==> config.mk <==
export PLATFORM = sky130hd
export DESIGN_NAME = accum_tree_pipe
export DESIGN_NICKNAME = d
export VERILOG_FILES = /design/src/rtl/accum_tree_pipe.sv
export SDC_FILE = /design/constraint.sdc
export NUM_CORES = 1
export LEC_CHECK = 0
export ABC_CLOCK_PERIOD_IN_PS = 19200
export CAP_MARGIN = 20
export CORE_MARGIN = 3
export CORE_UTILIZATION = 24
export DETAILED_ROUTE_END_ITERATION = 10
export GPL_ROUTABILITY_DRIVEN = 0
export REMOVE_ABC_BUFFERS = 1
export SYNTH_ARGS = -nofsm -noshare
export SYNTH_HDL_FRONTEND = slang
export SYNTH_SLANG_ARGS = --single-unit
export TNS_END_PERCENT = 5
==> constraint.sdc <==
create_clock -name clk -period 19.2 [get_ports clk]
set_input_delay 3.84 -clock clk [delete_from_list [all_inputs] [get_ports clk]]
set_output_delay 3.84 -clock clk [all_outputs]
set_load 0.01 [all_outputs]
==> src/rtl/accum_tree_pipe.sv <==
// Pipelined adder tree: sums N_IN product lanes over L registered stages, then adds
// an external partial sum or the previous result in a final registered stage.
module accum_tree_pipe #(
    parameter int N_IN   = 12,
    parameter int IN_W   = 16,
    parameter int ACC_W  = 32,
    parameter int SIGNED = 0,
    parameter int SAT    = 0
) (
    input  logic                   clk,
    input  logic                   rst,
    input  logic                   in_valid,
    output logic                   in_ready,
    input  logic [N_IN*IN_W-1:0]   products,
    input  logic [ACC_W-1:0]       partial_sum,
    input  logic                   acc_mode,
    input  logic                   acc_clear,
    output logic                   out_valid,
    input  logic                   out_ready,
    output logic [ACC_W-1:0]       out_sum,
    output logic                   ovf
);

    localparam int L  = $clog2(N_IN);
    localparam int TW = IN_W + L;

    function automatic int level_cnt(input int j);
        int n;
        n = N_IN;
        for (int k = 0; k < j; k++) n = (n + 1) / 2;
        return n;
    endfunction

    // Handshake: a beat moves when in_valid && in_ready; the result moves when
    // out_valid && out_ready. Every stage advances together whenever the output
    // register is not holding an unaccepted result.
    logic advance;
    logic accept;
    assign in_ready = !(out_valid && !out_ready);
    assign advance  = in_ready;
    assign accept   = in_valid && in_ready;

    logic [L:1]       vld_q;
    logic [L:1]       mode_q;
    logic [L:1]       clear_q;
    logic [ACC_W-1:0] psum_q [1:L];

    // Every level is held at the full tree width; sign/zero extension makes the
    // upper bits identical to a level that grows one bit per stage.
    for (genvar j = 0; j <= L; j++) begin : tree
        localparam int CNT = level_cnt(j);
        logic [TW-1:0] lvl_q [CNT];

        if (j == 0) begin : g_in
            for (genvar i = 0; i < N_IN; i++) begin : g_ext
                logic [IN_W-1:0] p;
                assign p = products[i*IN_W +: IN_W];
                assign lvl_q[i] = (SIGNED != 0) ? {{L{p[IN_W-1]}}, p} : {{L{1'b0}}, p};
            end
        end else begin : g_stage
            localparam int PCNT = level_cnt(j - 1);
            logic ld;
            if (j == 1) begin : g_ld_first
                assign ld = accept;
            end else begin : g_ld_next
                assign ld = advance && vld_q[j-1];
            end

            for (genvar i = 0; i < CNT; i++) begin : g_node
                if (2 * i + 1 < PCNT) begin : g_add
                    always_ff @(posedge clk or posedge rst) begin
                        if (rst) lvl_q[i] <= '0;
                        else if (ld) lvl_q[i] <= tree[j-1].lvl_q[2*i] + tree[j-1].lvl_q[2*i+1];
                    end
                end else begin : g_pass
                    always_ff @(posedge clk or posedge rst) begin
                        if (rst) lvl_q[i] <= '0;
                        else if (ld) lvl_q[i] <= tree[j-1].lvl_q[2*i];
                    end
                end
            end
        end
    end

    // Valid bits and the per-beat controls travel alongside the tree data.
    always_ff @(posedge clk or posedge rst) begin
        if (rst) begin
            vld_q   <= '0;
            mode_q  <= '0;
            clear_q <= '0;
            for (int j = 1; j <= L; j++) psum_q[j] <= '0;
        end else if (advance) begin
            vld_q[1] <= in_valid;
            if (in_valid) begin
                psum_q[1]  <= partial_sum;
                mode_q[1]  <= acc_mode;
                clear_q[1] <= acc_clear;
            end
            for (int j = 2; j <= L; j++) begin
                vld_q[j] <= vld_q[j-1];
                if (vld_q[j-1]) begin
                    psum_q[j]  <= psum_q[j-1];
                    mode_q[j]  <= mode_q[j-1];
                    clear_q[j] <= clear_q[j-1];
                end
            end
        end
    end

    logic [TW-1:0]    tree_top;
    logic [ACC_W-1:0] addend;
    logic [ACC_W:0]   t_x;
    logic [ACC_W:0]   a_x;
    logic [ACC_W:0]   sum_x;
    logic             hit;
    logic [ACC_W-1:0] result;

    assign tree_top = tree[L].lvl_q[0];

    // In running mode the addend is the output register itself, so consecutive
    // beats chain without any forwarding path.
    always_comb begin
        addend = mode_q[L] ? (clear_q[L] ? '0 : out_sum) : psum_q[L];
        if (SIGNED != 0) begin
            t_x = {{(ACC_W + 1 - TW){tree_top[TW-1]}}, tree_top};
            a_x = {addend[ACC_W-1], addend};
        end else begin
            t_x = {{(ACC_W + 1 - TW){1'b0}}, tree_top};
            a_x = {1'b0, addend};
        end
        sum_x  = t_x + a_x;
        hit    = (SIGNED != 0) ? (sum_x[ACC_W] ^ sum_x[ACC_W-1]) : sum_x[ACC_W];
        result = sum_x[ACC_W-1:0];
        if (SAT != 0 && hit) begin
            if (SIGNED == 0)        result = '1;
            else if (sum_x[ACC_W])  result = {1'b1, {(ACC_W - 1){1'b0}}};
            else                    result = {1'b0, {(ACC_W - 1){1'b1}}};
        end
    end

    // A new overflow wins over a clearing beat accepted on the same edge.
    always_ff @(posedge clk or posedge rst) begin
        if (rst) begin
            out_valid <= 1'b0;
            out_sum   <= '0;
            ovf       <= 1'b0;
        end else begin
            if (advance) begin
                out_valid <= vld_q[L];
                if (vld_q[L]) out_sum <= result;
            end
            if (advance && vld_q[L] && hit) ovf <= 1'b1;
            else if (accept && acc_clear)   ovf <= 1'b0;
        end
    end

endmodule

Yosys cells after proc, flatten, opt, wreduce, memory -nomap -nowiden
Index checks and enable logic that the tools add are counted.
W data, S select, Z words.
- add/sub/neg operators: 12
- muxes and demuxes: 4
- bitwise logic cells: 1
- reductions and logical operators: 16
- operators with widths (kind ; number):
    $add A16 B16 Y17 ; 6
    $add A20 B20 Y20 ; 5
    $mux W32 ; 2
    $add A20 B32 Y33 ; 1
    $reduce_and A2 Y1 ; 5
    $logic_and A1 B1 Y1 ; 8
    $logic_not A1 Y1 ; 2
    $mux W1 ; 2
    $reduce_bool A2 Y1 ; 1
    $not A1 Y1 ; 1
- bits in registers: 414
- output and inout bits: 35
- word-level logic and storage cells: 61

Depth between registers and ports, before layout
Gate-level depths: netlist of run 1.
- depth in word-level cells: 7
- gate-level depth with buffers: 17
- mapped depth without buffers: 14

Worst setup path before layout of run 1
No wires, ideal clock.
- path type: in2out
- from: in out_ready
- to: out in_ready
- data arrival time: 4.328 ns
- required time: 15.360 ns
- path slack: 11.032 ns
- stages: 3
- cells stage by stage: nor2b_1 -> inv_1 -> clkbuf_1
- longest elaborated chain between the ends: 3
- RTL lines (element ; line ; source):
    start: declaration ; 19 ; input logic out_ready,
    $logic_not A1 Y1 ; 39 ; assign in_ready = !(out_valid && !out_ready);
    $logic_and A1 B1 Y1 ; 39 ;
    $logic_not A1 Y1 ; 39 ;
    end: declaration ; 13 ; output logic in_ready,
Every way passes these cells.

Final worst setup path of run 1
Same ends and word-level chain as after synthesis.

==> results by group, run 1 <==
Timing
  • Slew Limit Headroom: 0.374
  • Final slew viol count: 0
  • Tcrit/Tclk final: 0.480
  • Final worst setup slack: roughly 10000 ps
  • Final Skew: 39.2 ps
  • Fmax: approximately 0.11 GHz
  • Setup tns final: 0 ps
  • Worst slew pin tran: 939 ps
  • Hold Vio Cnt, Final: 0
  • RSZ-0062 raised after global routing: no
  • Crit path time final: 9210 ps
  • Setup violations, final: 0

Floorplanning
  • Die width: around 320 um
  • Cell Rows: about 110
  • Die ar.: 0.103 mm2
  • Die Ht: 320 um
  • I/O pin total: approximately 270
  • Core footprint: just under 0.1 mm2
  • Initial core utilization: 0.244

Run status
  • Status: finished clean

Synthesis
  • Avg Cell Area, Syn: a little over 9 um2
  • Ys flop type: dfrtp_1
  • Post-synth top area cell: dfrtp_1
  • Synth warnings: 0
  • Gate Count Post-Synth: 2,587
  • Synth top cells by count: nand2_1, dfrtp_1, o21ai_0, ha_1, nor2_1
  • Count leader, synth: nand2_1
  • Main area contributors after synthesis: dfrtp_1, ha_1, nand2_1, o21ai_0, mux2_2
  • Sequential area share after synthesis: 0.408
  • Number of synthesized flops with an enable pin: 0
  • Synth top area share: 0.408
  • Mapped cell area: around 0.024 mm2
  • Synthesis-stage register bit count: ~390
  • Synth unique cells: 76
  • Async SR Flop Fraction: 1.00

Clock tree
  • Clk buf depth: 3
  • Post-cts hold buffer count: 0
  • Clock tree from TritonCTS: done
  • Clock Sinks: just under 400
  • Post-CTS Setup Repair Bufs: 0
  • CTS root buf: clkbuf_16
  • H-tree depth reported by CTS: 2
  • Cts repair resizes: 0
  • Clk_lat worst skew: 590 ps
  • Num CTS Buffers: 47
  • Clock Pin Slew Worst Setup and Hold Paths: 60 ps

Min path
  • Hold Crit Class: reg -> reg
  • Hold-critical path depth: 2
  • Min-Delay Startpoint: psum_q[109]
  • Hold Path Sink: psum_q[77]

Setup path
  • Worst path most repeated cell: clkdlybuf4s50_1
  • Slowest cell on the critical path: clkdlybuf4s50_1
  • Req. time, crit path: 15,360 ps
  • Worst Path Arrival: roughly 5400 ps
  • Slowest stage delay, CP: 640 ps
  • Levels on crit path: 4
  • Critical path type: in -> out
  • R2R depth: 15
  • R2R Path Start: mode_q[4]
  • CP delay by family, top: buffers and inverters
  • Worst-path fanout max: 11
  • Reg2Reg Capture Point: out_sum[26]
  • R2r setup slk: approximately 15,000 ps
  • Worst path cell trace: clkdlybuf4s50_1 -> nor2b_1 -> inv_1 -> clkdlybuf4s50_1
  • CP Launch Type: input pin
  • Kind of end point of the critical path: output port
  • Worst Path Buf+Inv: 3

Placement
  • IO Port Bufs: ~260
  • DP Area: approximately 0.028 mm2
  • Placement Setup Slack: 9980 ps
  • Hpwl dp: 45,800 um

Drt
  • Drt wl/cell: between 10 and 15 um
  • DRT iter0 DRCs: between 900 and 1,000
  • Post-DRT Antenna Nets: 0
  • DR pass1 iterations: 6
  • Final WL: 61,600 um
  • Drt drc: 0
  • Routed vias: 18,700
  • Vias per cell: 4.52

Pwr
  • Lkg Pwr: between 0.01 and 0.015 uW
  • Pwr Density: between 150 and 200 mW/mm2
  • Worst vdd ir: between 0.07 and 0.08 mV

Layout
  • Area growth syn-to-layout: 24.0%
  • Final Instance Area: 0.0294 mm2
  • Diodes inserted: 0
  • Ratio of cells with drive above 1 in the final layout: 0.0764
  • Nets: roughly 3,300

Global route
  • Pin count of the biggest net entering global routing: 158
  • GRT Overall Usage: 0.119
  • Vias in the first global route: 18,700
  • Grt total ovfl: 0
  • Initial antenna violation count: 1
  • Global-route wire length before repair: about 100,000 um

Job
  • Max-cap violations: 0
worst max path at each step:
stage,to,start,slack (ps)
6_report,in_ready,out_ready,9990
5_1_grt,in_ready,out_ready,9900
4_1_cts,in_ready,out_ready,9970
3_5_place_dp,in_ready,out_ready,9980
3_3_place_gp,in_ready,out_ready,9950
2_1_floorplan,clear_q[1],rst,4600
layout make-up:
type / count / area [um2]
inverter: 75 / 289
fill: 10300 / 68000
timing repair buffer: 279 / 2770
tap: 1276 / 1600
sequential: 387 / 9680
multi-input combinational: 2032 / 13400
clock inverter: 15 / 249
clock buffer: 67 / 1390
cell families (layout without fill, tap and decap cells):
group | Yosys count | after routing | synth area share
AND/OR/NAND/NOR | 937 | 937 | 0.173
AO/OA/AOI/OAI | 629 | 629 | 0.172
flip-flops | 387 | 387 | 0.408
adder cells (fa/ha/maj) | 215 | 215 | 0.117
buffers and inverters | 168 | 436 | 0.0267
XOR/XNOR | 153 | 153 | 0.0565
multiplexers | 98 | 98 | 0.0461
flip-flops by register name, indices dropped and copies added (netlist names):
register    count
vld_q           4
out_sum        32
mode_q          4
out_valid       1
psum_q        128
tree.lvl_q    213
clear_q         4
ovf             1
worst register-to-register path: cells and delay by family (launching register included):
| kind | cells | cell delay [ps] |
|---|---|---|
| buf+inv | 2 | 490 |
| fa+ha+maj | 2 | 610 |
| compound gates | 6 | 1340 |
| flops | 1 | 610 |
| simple gates | 5 | 1000 |
cells in the final DEF (no fill, tap or decap), types with 85 or more instances in the layout:
cell type,instances
nor2_1,126
nand2_1,523
clkdlybuf4s50_1,264
ha_1,203
dfrtp_1,387
o21ai_0,259
a21oi_1,96
mux2_2,90
xor2_1,97
nor3_1,85
per-stage QoR:
step	power (uW)	hold WS (ps)	util	instances
detailed placement	3620	454	0.285	4049
CTS	4590	448	0.302	4131
finish	4490	441	0.302	4131
floorplan	2960	439	-	2494
global route	4920	487	0.302	4131
global placement	3580	453	0.285	4049
power breakdown:
group / internal, uW / switching (uW)
clock: 572 / 360
sequential: 1170 / 238
combinational: 964 / 1180
total: 2710 / 1780
layer usage:
| layer | GRT usage | vias to the layer above | wire (um) |
|---|---|---|---|
| met5 | 0 | - | 13 |
| met4 | 0.0257 | 2 | 1030 |
| met3 | 0.0192 | 74 | 2150 |
| met2 | 0.213 | 246 | 30500 |
| met1 | 0.151 | 8754 | 28000 |
| li1 | - | 9591 | - |
(Power assumes the default switching activity.)
==> inputs of run 2 (changes only) <==
Settings changed: ABC_CLOCK_PERIOD_IN_PS 19200 to 8700.
Clock period 19.2 ns to 8.7 ns, I/O delays scaled along.
==> results by group, run 2 (synthesized netlist as in run 1, its figures left out) <==
Layout
  • Most frequent cells in the layout: nand2_1, dfrtp_1, clkdlybuf4s50_1
  • Fill cells: approximately 10,000
  • Largest registers: tree.lvl_q: 213 flops, psum_q: 128 flops, out_sum: 32 flops
  • Most common cell after layout, fill and taps aside: nand2_1
  • Area growth syn-to-layout: 23.9%
  • Nets: approximately 3,300
  • Diodes inserted: 0
  • Ratio of cells with drive above 1 in the final layout: 0.0748
  • Final core occ: 0.302
  • Max reg flops: 213
  • Area of the multi-input gates: 0.0134 mm2
  • Register area: approximately 0.0097 mm2
  • Final Non-Filler Cells: 4,136
  • Most flop-heavy register: tree.lvl_q

Global route
  • Grt total ovfl: 0
  • Vias in the first global route: ~19,000
  • Pin count of the biggest net entering global routing: approximately 170
  • Global-route wire length before repair: 100,000 um
  • GRT Overall Usage: 0.120
  • Initial antenna violation count: 2

Drt
  • DRT iter0 DRCs: 948
  • Final WL: 62,400 um
  • Drt wl/cell: 15.1 um
  • Post-DRT Antenna Nets: 0
  • Routed vias: around 19,000
  • Vias per cell: 4.52
  • DR pass1 iterations: 5
  • Drt drc: 0

Setup path
  • R2r setup slk: roughly 4800 ps
  • Reg2Reg Capture Point: out_sum[26]
  • R2R Path Start: mode_q[4]
  • Worst-path fanout max: 11
  • CP Launch Type: input pin
  • R2R depth: 15
  • Req. time, crit path: between 6000 and 7000 ps
  • Kind of end point of the critical path: output port
  • Worst Path Arrival: around 3300 ps
  • Critical path type: in -> out

Clock tree
  • CTS root buf: clkbuf_16
  • Clock Sinks: about 390
  • Cts repair resizes: 0
  • Clock tree from TritonCTS: done
  • Clk buf depth: 3
  • Post-CTS Setup Repair Bufs: 0
  • Clk_lat worst skew: 590 ps
  • Clock Pin Slew Worst Setup and Hold Paths: ~60 ps
  • Num CTS Buffers: 48
  • H-tree depth reported by CTS: 2
  • Post-cts hold buffer count: 0

Floorplanning
  • Die ar.: between 0.1 and 0.15 mm2
  • Initial core utilization: 0.244
  • Die Ht: 320 um
  • I/O pin total: approximately 270
  • Core footprint: ~0.1 mm2
  • Die width: approximately 320 um
  • Cell Rows: between 100 and 150

Timing
  • Worst slew pin tran: 924 ps
  • Slew Limit Headroom: 0.384
  • RSZ-0062 raised after global routing: no
  • Tcrit/Tclk final: 0.574
  • Final slew viol count: 0
  • Hold Vio Cnt, Final: 0
  • Fmax: between 0.2 and 0.25 GHz
  • Crit path time final: 4990 ps
  • Final Skew: around 30 ps
  • Setup violations, final: 0

Pwr
  • Lkg Pwr: 0.0132 uW
  • Power Total: 9900 uW
  • Pwr Density: about 340 mW/mm2
  • Worst vdd ir: between 0.1 and 0.15 mV

Placement
  • Placed insts: 4,048
  • Hpwl dp: 46,300 um
  • IO Port Bufs: ~260

Min path
  • Hold Path Sink: psum_q[77]
  • Hold-critical path depth: 2
  • Hold Crit Class: reg -> reg
  • Min-Delay Startpoint: psum_q[109]

Job
  • Max-cap violations: 0

Run status
  • Status: finished clean
run 2: cell types whose count changed in the layout (fill, tap and decap cells not counted), sizes merged:
cell | previous run | this run
buf | 15 | 14
inv | 76 | 75
clkinv | 7 | 5
bufinv | 5 | 2
clkbuf | 67 | 80
clkinvlp | 2 | 1
run 2: per-stage QoR:
stage,hold WS [ps],TNS (ps),area (um2),worst slack (ps)
detailed placement,453,0,27800,3560
floorplan,439,-1468990,23400,-3800
global route,489,0,29400,3620
global placement,454,0,27800,3650
CTS,464,0,29400,3680
finish,462,0,29400,3710
run 2: report_power, final:
group          switching (uW)  total [uW]  internal, uW
clock                     800        2030          1230
combinational            2640        4770          2130
sequential                514        3100          2580
run 2: worst max-delay path, stage by stage:
cell	delay, ps
clkdlybuf4s50_1	390
nor2b_1	270
inv_1	290
clkdlybuf4s50_1	560
run 2: worst max path at each step:
| stage | slack, ps | to | cells after the start | start |
|---|---|---|---|---|
| after global placement | 3650 | tree[1].lvl_q[95] | 11 | products[33] |
| after floorplan | -3800 | clear_q[1] | 1 | rst |
| after global routing | 3620 | in_ready | 4 | out_ready |
| after detailed placement | 3560 | tree[1].lvl_q[95] | 11 | products[49] |
| final | 3710 | in_ready | 4 | out_ready |
| after CTS | 3680 | in_ready | 4 | out_ready |
run 2: cell type report:
class | count | share of cell area
Multi-Input combinational cell | 2032 | 0.457
Sequential cell | 387 | 0.329
Timing Repair Buffer | 278 | 0.0943
Tap cell | 1276 | 0.0543
Clock buffer | 80 | 0.0508
Inverter | 75 | 0.00983
Clock inverter | 8 | 0.00438
run 2: layer usage:
layer | track usage | vias up | part of all wire
met4 | 0.0296 | 2 | 0.021
met2 | 0.214 | 242 | 0.49
met1 | 0.151 | 8774 | 0.45
met5 | 0 | - | 0.00018
met3 | 0.0198 | 83 | 0.034
li1 | - | 9586 | -
==> variant, RTL diff (config.mk and constraints of run 1) <==
Set the parameter `IN_W` to 18 (it was 16).
--- a/src/rtl/accum_tree_pipe.sv
+++ b/src/rtl/accum_tree_pipe.sv
@@ -2,7 +2,7 @@
 // an external partial sum or the previous result in a final registered stage.
 module accum_tree_pipe #(
     parameter int N_IN   = 12,
-    parameter int IN_W   = 16,
+    parameter int IN_W   = 18,
     parameter int ACC_W  = 32,
     parameter int SIGNED = 0,
     parameter int SAT    = 0
Ports: changed (resized products); port bits go from 265 to 289. The function was not compared with the original's and may differ.
==> variant against run 1 <==
Setup slack improved by 0.096 ns; critical path depth did not move; area after synthesis increased by 7.2%; design area up 6.8%; sequential power is 6% higher; die area rose by 7.0%; routed wire length grew 7.2%; total power rose by 7.2%; sequential share of layout area shrank 0.19 points; non-clock buffer count up 25; sequential cell count up 24; synthesized cell count is 7.0% higher; largest power group unchanged.
==> variant: results <==
run_status:
  status: "finished clean"
place:
  dpl.hpwl_mm: 49.7
  placed_area_mm2: 0.0297
  portBuffers: 288
layout:
  reg.largest.list: "tree.lvl_q (237), psum_q (128), out_sum (32)"
  final_cells: 4437
  fin_nets: 3513
  fillers: 10900
  drive_above_1_share_pct: 7.85
  regArea_mm2: 0.0103
yosys:
  syn-instance-count: 2768
  synthTopCellsByArea: "dfrtp_1 40%, ha_1 11%, nand2_1 8.8%"
  yosysSeqAreaShare_pct: 40.4
  synth_common_cells: "598 x nand2_1, 411 x dfrtp_1, 263 x o21ai_0"
  ys.flop_type: "dfrtp_1"
  async_flop_share_pct: 100
  synthDistinctLibCells: 80
global_routing:
  grt_first_pass_wirelength_mm: 106
  grt_pass1_vias: 19800
  gr-usage-all-layers_pct: 11.8
  grt_max_degree: 130
  antenna_found_initial: 2
worst_setup_path:
  cp-startpoint: "out_ready"
  rrSetupSlack_ns: 15.37
  r2r-end: "out_sum[30]"
  crit_fanout: 10
  arrival_ns: 5.28
detailed_routing:
  vias_per_cell: 4.51
  wl_per_cell_um: 14.9
  drt_pass1_iterations: 5
  drtIter0Drc: 1057
clock_tree:
  cts_resized: 0
  clk_path_buf_depth: 3
  cts_buffers: 46
  path_clk_slew_ns: 0.06
  cts-root-buf: "clkbuf_16"
timing:
  finClkSkew_ns: 0.0142
  tightest_slew_ns: 0.989
power:
  peakVddDrop_v: 0.000189
  leakagePower_nw: 14.2
## variant: worst min path at each step
stage                            from          to  slack [ns]  cells past startpoint
after floorplan            clear_q[1]  clear_q[2]        0.44                      2
after global placement    psum_q[108]  psum_q[76]        0.45                      2
after detailed placement   psum_q[96]  psum_q[64]        0.45                      2
after CTS                 psum_q[100]  psum_q[68]        0.47                      2
after global routing      psum_q[116]  psum_q[84]        0.49                      2
final                     psum_q[123]  psum_q[91]        0.47                      2
## variant: layout make-up
cell class              instances  area share, %
clock inverters                23           1.06
diodes                          1        0.00796
well taps                    1380           5.50
repair buffers                304           9.62
inverters                      83           1.02
multi-input cells            2174           45.8
clock buffers                  61           4.23
flip-flops and latches        411           32.7
## variant: cell families after synthesis
| kind of cell | synth area share [%] |
|---|---|
| mux | 4.60 |
| xor+xnor | 6.58 |
| flops | 40.4 |
| compound gates | 17.4 |
| fa+ha+maj | 12.1 |
| simple gates | 15.8 |
| buf+inv | 3.04 |
## variant: stage by stage
step,power (mW),setup slack (ns)
after floorplan,3.19,3.92
after CTS,4.90,10.08
after detailed placement,3.90,10.10
final,4.81,10.08
after global routing,5.27,10.04
after global placement,3.86,10.13
## variant: worst max-delay path, cell delays in order
cell and delay, ns:
clkdlybuf4s50_1 0.41, nor2b_1 0.31, inv_2 0.20, clkdlybuf4s50_1 0.52
## variant: report_power, final
group | internal (mW) | switching, mW | total [mW]
sequential | 1.24 | 0.252 | 1.50
combinational | 1.04 | 1.31 | 2.35
clock | 0.573 | 0.386 | 0.959
## variant: per-layer routing
layer	global-route usage, %	share of wire, %	vias up	wire [um]
li1	-	-	10200	-
met1	15.3	46	9426	30300
met2	20.5	49	315	32100
met3	2.22	4.2	64	2790
met4	2.21	1.3	2	886
met5	0	0.026	-	17
